File: config.mk
export PLATFORM = sky130hd
export DESIGN_NAME = fetch_hazard_controller
export DESIGN_NICKNAME = d
export VERILOG_FILES = /design/src/rtl/fetch_hazard_controller.sv
export SDC_FILE = /design/constraint.sdc
export NUM_CORES = 1
export LEC_CHECK = 0
export CORE_AREA = 2 2 100 78
export CTS_BUF_LIST = sky130_fd_sc_hd__clkbuf_16
export CTS_CLUSTER_SIZE = 24
export DETAILED_ROUTE_END_ITERATION = 6
export DIE_AREA = 0 0 102 80
export PLACE_DENSITY = 0.88
export SLEW_MARGIN = 25
export SYNTH_ARGS = -nofsm -noshare
export SYNTH_HDL_FRONTEND = slang
export SYNTH_SLANG_ARGS = --single-unit
export TNS_END_PERCENT = 1
File: constraint.sdc
create_clock -name clk -period 4.81 [get_ports clk]
set_clock_uncertainty 0.2 [all_clocks]
set_input_delay 0.962 -clock clk [delete_from_list [all_inputs] [get_ports clk]]
set_output_delay 0.962 -clock clk [all_outputs]
set_load 0.02 [all_outputs]
File: src/rtl/fetch_hazard_controller.sv
// fetch_hazard_controller
// Front-end sequencer for a 5-stage pipeline. It generates the stall, flush and
// PC-redirect controls for the PC, IF/ID and ID/EX registers. It covers boot hold,
// instruction-memory wait states, load-use bubbles, redirects that arrive while
// fetch is stalled, and drain-and-halt. All control outputs are combinational
// from the current state and the current inputs.
module fetch_hazard_controller #(
   parameter int BOOT_CYCLES  = 4,
   parameter int DRAIN_CYCLES = 4,
   parameter int STAT_W       = 32
) (
   input  logic              clk,
   input  logic              rst,
   input  logic              PCSrcE,
   input  logic [31:0]       PCTargetE,
   input  logic              MemReadE,
   input  logic [4:0]        RdE,
   input  logic [4:0]        Rs1D,
   input  logic [4:0]        Rs2D,
   input  logic              ImemReadyF,
   input  logic              HaltReq,
   input  logic              ResumeReq,
   output logic              StallF,
   output logic              StallD,
   output logic              FlushD,
   output logic              FlushE,
   output logic              PCSelF,
   output logic [31:0]       PCRedirectF,
   output logic              Halted,
   output logic [STAT_W-1:0] StallCount
);

   typedef enum logic [2:0] {
      BOOT   = 3'd0,
      RUN    = 3'd1,
      WAIT   = 3'd2,
      DRAIN  = 3'd3,
      HALTED = 3'd4
   } state_t;

   // One shared counter times both the boot hold and the drain, so it is
   // sized for whichever of the two is longer.
   localparam int CNT_MAX = (BOOT_CYCLES > DRAIN_CYCLES) ? BOOT_CYCLES : DRAIN_CYCLES;
   localparam int CNT_W   = (CNT_MAX > 1) ? $clog2(CNT_MAX) : 1;
   localparam logic [CNT_W-1:0] BOOT_LAST  = CNT_W'(BOOT_CYCLES - 1);
   localparam logic [CNT_W-1:0] DRAIN_LAST = CNT_W'(DRAIN_CYCLES - 1);

   state_t           state, state_next;
   logic [CNT_W-1:0] cnt, cnt_next;
   logic             pending, pending_next;
   logic [31:0]      redirect, redirect_next;
   logic             load_use;

   // Load-use hazard: the load in EX writes a register that the ID instruction
   // reads. x0 is never a real destination, so it never stalls.
   assign load_use = MemReadE && (RdE != 5'd0) && ((RdE == Rs1D) || (RdE == Rs2D));

   assign PCRedirectF = redirect;

   // State, boot/drain counter, buffered redirect and pending flag.
   // NOTE: sequential state uses non-blocking (<=) so that every register samples
   // the pre-edge values, whatever order the simulator evaluates the blocks in.
   always_ff @(posedge clk or negedge rst) begin
      if (!rst) begin
         state    <= BOOT;
         cnt      <= '0;
         pending  <= 1'b0;
         redirect <= '0;
      end else begin
         state    <= state_next;
         cnt      <= cnt_next;
         pending  <= pending_next;
         redirect <= redirect_next;
      end
   end

   // Next-state logic and all control outputs.
   // NOTE: every output and next-value is given a default first. Any path that
   // leaves one of them unassigned would otherwise infer a latch.
   always_comb begin
      state_next    = state;
      cnt_next      = cnt;
      pending_next  = pending;
      redirect_next = redirect;
      StallF        = 1'b0;
      StallD        = 1'b0;
      FlushD        = 1'b0;
      FlushE        = 1'b0;
      PCSelF        = 1'b0;
      Halted        = 1'b0;

      unique case (state)
         BOOT: begin
            StallF = 1'b1;
            FlushD = 1'b1;
            if (cnt == BOOT_LAST) begin
               state_next = RUN;
               cnt_next   = '0;
            end else begin
               cnt_next = cnt + CNT_W'(1);
            end
         end

         RUN: begin
            if (pending) begin
               // First cycle after resume: steer the PC to the redirect that
               // was buffered during the drain. The word fetched from the
               // stale PC is wrong-path, so it is flushed.
               PCSelF       = 1'b1;
               FlushD       = 1'b1;
               pending_next = 1'b0;
            end else if (PCSrcE) begin
               // The ID instruction is killed, so a load-use hazard is moot.
               FlushD = 1'b1;
               FlushE = 1'b1;
            end else if (!ImemReadyF) begin
               StallF     = 1'b1;
               FlushD     = 1'b1;
               state_next = WAIT;
            end else if (load_use) begin
               StallF = 1'b1;
               StallD = 1'b1;
               FlushE = 1'b1;
            end else if (HaltReq) begin
               state_next = DRAIN;
               cnt_next   = '0;
            end
         end

         WAIT: begin
            if (PCSrcE) begin
               FlushE        = 1'b1;
               redirect_next = PCTargetE;
            end
            if (!ImemReadyF) begin
               StallF = 1'b1;
               FlushD = 1'b1;
               if (PCSrcE) pending_next = 1'b1;
            end else begin
               state_next = RUN;
               if (PCSrcE) begin
                  // A redirect in the release cycle is newer than anything
                  // buffered. The normal mux takes PCTargetE directly.
                  FlushD       = 1'b1;
                  pending_next = 1'b0;
               end else if (pending) begin
                  PCSelF       = 1'b1;
                  FlushD       = 1'b1;
                  pending_next = 1'b0;
               end
            end
         end

         DRAIN: begin
            StallF = 1'b1;
            FlushD = 1'b1;
            if (PCSrcE) begin
               FlushE        = 1'b1;
               redirect_next = PCTargetE;
               pending_next  = 1'b1;
            end
            if (cnt == DRAIN_LAST) begin
               state_next = HALTED;
               cnt_next   = '0;
            end else begin
               cnt_next = cnt + CNT_W'(1);
            end
         end

         HALTED: begin
            StallF = 1'b1;
            StallD = 1'b1;
            Halted = 1'b1;
            if (ResumeReq) state_next = RUN;
         end

         default: state_next = BOOT;
      endcase
   end

   // Saturating count of cycles lost to fetch stalls while running.
   always_ff @(posedge clk or negedge rst) begin
      if (!rst) begin
         StallCount <= '0;
      end else if (StallF && ((state == RUN) || (state == WAIT)) && (StallCount != '1)) begin
         StallCount <= StallCount + STAT_W'(1);
      end
   end

endmodule
== After elaboration in Yosys (flattened, before gate mapping) ==
Cells that the tools add are included.
Cells by class
  $add $sub $neg: 2
  multipliers: 0
  div/mod/pow operators: 0
  order comparisons: 0
  eq/ne operators: 19
  shift-type cells: 0
  multiplexer cells: 44
  bitwise logic cells: 0
  reductions and logical operators: 16
Operator list (number)
  $add A32 B1 Y32 const B: 1
  $ne A32 B32 Y1 const B: 1
  $mux W3: 9
  $mux W1: 21
  $ne A2 B2 Y1 const B: 9
  $pmux W3 S5: 1
  $mux W2: 6
  $eq A5 B5 Y1: 2
  $pmux W1 S3: 3
  $reduce_and A8 Y1: 1
  $eq A3 B2 Y1 const B: 2
  $ne A3 B3 Y1 const B: 2
  $pmux W1 S2: 3
  $reduce_and A6 Y1: 1
  $reduce_bool A5 Y1: 1
  $logic_and A1 B1 Y1: 4
  $pmux W2 S2: 1
  $reduce_or A2 Y1: 2
  $eq A3 B1 Y1 const B: 1
  $eq A3 B3 Y1 const B: 1
  $logic_not A3 Y1: 1
  $reduce_bool A3 Y1: 1
  $reduce_or A3 Y1: 1
  $add A2 B1 Y2 const B: 1
  4 further kinds: 5
Word-level totals
  bits in registers: 70
  latch bits: 0
  bits in writable memories: 0
  ROM bits: 0
  input bits: 54
  output and inout bits: 70
  logic and storage cells: 86
  memories kept: 0

== Depth between registers and ports, before layout ==
  depth in word-level cells: 10
  depth in mapped cells: 10
  gate-level depth less buffers: 8

== Worst setup path after synthesis ==
OpenSTA, ideal clock, no wires.
  path kind: input to output
  start point: input RdE[3]
  end point: output StallD
  arrival: 2.175 ns
  data required time: 3.648 ns
  slack: 1.473 ns
  stages: 6
  buffers on the path: 0
  path through: xor2_1 nor3_2 a22oi_1 nor2_1 nand3_1 o31ai_1
Between the ends
  cells in the longest elaborated chain, start to end: 8
  elaborated cells on any way between the ends: 11
  classes of those cells: 2 x eq/ne; 5 x mux; 4 x reduce/logical
Ends and longest elaborated chain
  from (decl): RTL line 17  | input logic [4:0] RdE,
  $eq A5 B5 Y1 / $reduce_bool A5 Y1 (equally long branches): RTL line 56  | assign load_use = MemReadE && (RdE != 5'd0) && ((RdE == Rs1D) || (RdE == Rs2D));
  $logic_or A1 B1 Y1 / $logic_and A1 B1 Y1 (equally long branches): RTL line 56
  $logic_and A1 B1 Y1 (*): RTL line 56
  $mux W1 (*): RTL line 120  | end else if (load_use) begin
  $mux W1 (*): RTL line 116  | end else if (!ImemReadyF) begin
  $mux W1 (*): RTL line 112  | end else if (PCSrcE) begin
  $mux W1 (*): RTL line 105  | if (pending) begin
  $pmux W1 S2 (*): RTL line 92  | unique case (state)
  to (decl): RTL line 24  | output logic StallD,
Mark *: on every way between the ends. The rest lies on a longest branch, timed or not.

== Worst setup path after layout ==
  start point: input RdE[2]
  end point: output StallD
Same word-level chain as after synthesis.

==> impl_metrics.tcl <==
set metrics [dict create \
    syn_inst 293 \
    synth.top_cell.area_share_pct 52.55 \
    place_area_mm2 0.004653 \
    grt_usage_pct 22.30 \
    viasPerCell 5.170 \
    worst_pin_slew_ns 0.7621 \
    crit_path_end "StallD" \
    end_kind "primary output" \
    numPortBuffers 123 \
    drc_errors 0 \
    timing.rr.start "StallCount[9]$_DFFE_PN0P_" \
    vias 2699 \
    drive_above_1_share_pct 14.73 \
    core_area_mm2 0.007162 \
    h-tree-depth 3 \
    layout.nets 472 \
    maxCapViolations 0 \
    layout_setup_ws_ns 0.3947 \
    seq_area_frac_synth_pct 52.55 \
    clk_path_buf_depth 2 \
    finalCriticalPeriod_ns 4.415 \
    power_density_mw_per_mm2 544.6 \
    critical-path-slowest-cell "clkdlybuf4s50_1" \
    crit_arrival_ns 3.25 \
    area.sequential_mm2 0.001752 \
    post-place-ws_ns 0.3977 \
    cts_setup_buffers 0 \
    period_share_pct 91.80 \
    cp.required_ns 3.65 \
    cts_sinks 70 \
    fin_cells 522 \
    setup_viol 0 \
    die_area_mm2 0.008160 \
    fin_util_pct 69.48 \
    cts_hold_buf 0 \
    io_pins 124 \
    drt_iter0_drc 120 \
    fp-row-count 27 \
    grt_max_degree 48 \
    grt_pass1_vias 2823 \
    ir_drop_mv 0.3786 \
    routed_wl_um 8471 \
    cts.root.buffer_cell "clkbuf_16" \
    synth_simple_gate_area_share_pct 17.04 \
    synth_flop_cell "dfrtp_1" \
    diodes 0 \
    crit_fanout 3 \
    synth.avg_cell_area_um2 11.38 \
    worstSetupPathType "in2out" \
    synth-edff-count 0 \
    cts_tree "built" \
    die_y_um 80 \
    synth_top_family_by_area "simple AND/OR/NAND/NOR gates" \
    status "complete, no violations" \
    area_delta_synth_final_pct 49.29 \
    syn_nets 349 \
    p_total_mw 2.710 \
    ys_ff_latch 70 \
    multi_input_area_mm2 0.001486 \
    path_cells "clkdlybuf4s50_1, xor2_1, nor3_1, a22oi_1, nor2_1, nand3_1, o31ai_1, clkdlybuf4s50_1" \
    fill_cells 550 \
    netlist_top_cells_area "dfrtp_1 53%, mux2_2 11%, xor2_1 5.5%" \
    cp_num_cells 8 \
    firstDrtPassIters 4 \
    reg2reg_slack_ns 2.26 \
    cts_buffers 9 \
    die-width_um 102 \
    timing.hold.ws_ns 0.2958 \
    drtAntennaViolNets 0 \
    antenna_found_initial 0 \
    synthArstFlopShare_pct 100.0 \
    crit_buf_inv 2 \
    crit_top_cell "clkdlybuf4s50_1" \
    gr-total-overflow 0 \
    startpoint_type "input pin" \
    final_cell_mix "122 x clkdlybuf4s50_1, 70 x dfrtp_1, 33 x mux2_2" \
    hold_path.class "reg2reg" \
    yosys.area.top_type "dfrtp_1" \
    rsz0062_at_grt "no" \
    synth_mux_area_share_pct 11.15 \
    routedWlPerCell_um 16.23 \
    path_clk_slew_ns 0.05 \
    power.leakage_nw 2.018 \
    routabilityCongestion 0.8120 \
    synth-xor-area-share_pct 10.77 \
    ctsResizeCount 0 \
    max_freq_ghz 0.2265 \
    crit_family "buffers and inverters" \
    final_max_slew_viol_count 0 \
    hold_viol 0 \
    netlist_area_mm2 0.003333 \
    yosys_warnings 0 \
    placed_cells 506 \
    crit_path_max_incr_delay_ns 0.66 \
    max-slew-margin-rel_pct 49.19 \
    initial_utilization_pct 46.54 \
    yosys.cell_types.count 45 \
    reg2regPathDepth 7 \
    synth_fa_ha_area_share_pct 0.7508 \
    final_common_cell "clkdlybuf4s50_1" \
    grt_pass1_wl_um 13680 \
    fin_area_mm2 0.004976 \
    insertion_delay_ns 0.33 \
    r2r-end "StallCount[1]$_DFFE_PN0P_" \
    crit_start "RdE[2]" \
    synth_compound_area_share_pct 4.692 \
    dp_hpwl_um 6391 \
    final.setup.tns_ns 0 \
]
[how the worst min path moves through the flow]
| stage | from | end | slack [ns] | cells after the start |
|---|---|---|---|---|
| floorplan | cnt[1]$_DFFE_PN0P_ | cnt[1]$_DFFE_PN0P_ | 0.27 | 1 |
| global placement | StallCount[28]$_DFFE_PN0P_ | StallCount[28]$_DFFE_PN0P_ | 0.28 | 1 |
| detailed placement | StallCount[22]$_DFFE_PN0P_ | StallCount[22]$_DFFE_PN0P_ | 0.29 | 1 |
| CTS | StallCount[22]$_DFFE_PN0P_ | StallCount[22]$_DFFE_PN0P_ | 0.30 | 1 |
| global route | StallCount[16]$_DFFE_PN0P_ | StallCount[16]$_DFFE_PN0P_ | 0.32 | 1 |
| finish | StallCount[22]$_DFFE_PN0P_ | StallCount[22]$_DFFE_PN0P_ | 0.30 | 1 |
[cell usage after synthesis, drive strengths merged, types with 2 or more instances]
| cell | instances |
|---|---|
| xor2 | 21 |
| nor2 | 17 |
| o21ai | 5 |
| a21oi | 6 |
| and2 | 2 |
| nand2b | 3 |
| buf | 6 |
| nor3 | 10 |
| inv | 10 |
| or2 | 2 |
| and4 | 2 |
| nand4 | 13 |
| nor4 | 6 |
| clkbuf | 8 |
| nand3 | 18 |
| or4 | 2 |
| dfrtp | 70 |
| nand2 | 16 |
| a31oi | 2 |
| mux2 | 33 |
| and3 | 2 |
| nand4b | 2 |
| xnor2 | 20 |
| ha | 2 |
[power by group]
part           internal [mW]  total [mW]  leakage, nW  switching (mW)
Sequential             0.774       0.913        0.871           0.139
Combinational          0.553        1.09        0.995           0.533
Clock                  0.455       0.711        0.152           0.256
[registers in the layout (all words and copies together), names as in the netlist]
register / flops
state: 3
pending: 1
StallCount: 32
PCRedirectF: 32
cnt: 2
[worst reg2reg max path, delay by kind of cell (launching register included)]
kind                   cells  cell delay, ns
buffers and inverters      1            0.21
AND/OR/NAND/NOR            4            1.24
flip-flops                 1            0.44
AO/OA/AOI/OAI              1            0.04
multiplexers               1            0.29
[final cells by class]
class                   count  area share [%]
flip-flops and latches     70           35.20
clock inverters             7           1.961
repair buffers            126           25.14
inverters                  10          0.7543
multi-input cells         199           29.87
well taps                 101           2.540
clock buffers               9           4.526
[cells by family after synthesis]
| kind of cell | count (synthesis) |
|---|---|
| buf+inv | 24 |
| fa+ha+maj | 2 |
| simple gates | 99 |
| xor+xnor | 41 |
| compound gates | 24 |
| flops | 70 |
| mux | 33 |
[metal layers]
metal	wire [um]	track usage [%]
met3	793	8.932
met1	3409	26.54
met2	4158	36.91
met5	0	0
met4	110	7.333
Note: power is estimated with default switching activity, not from simulation.
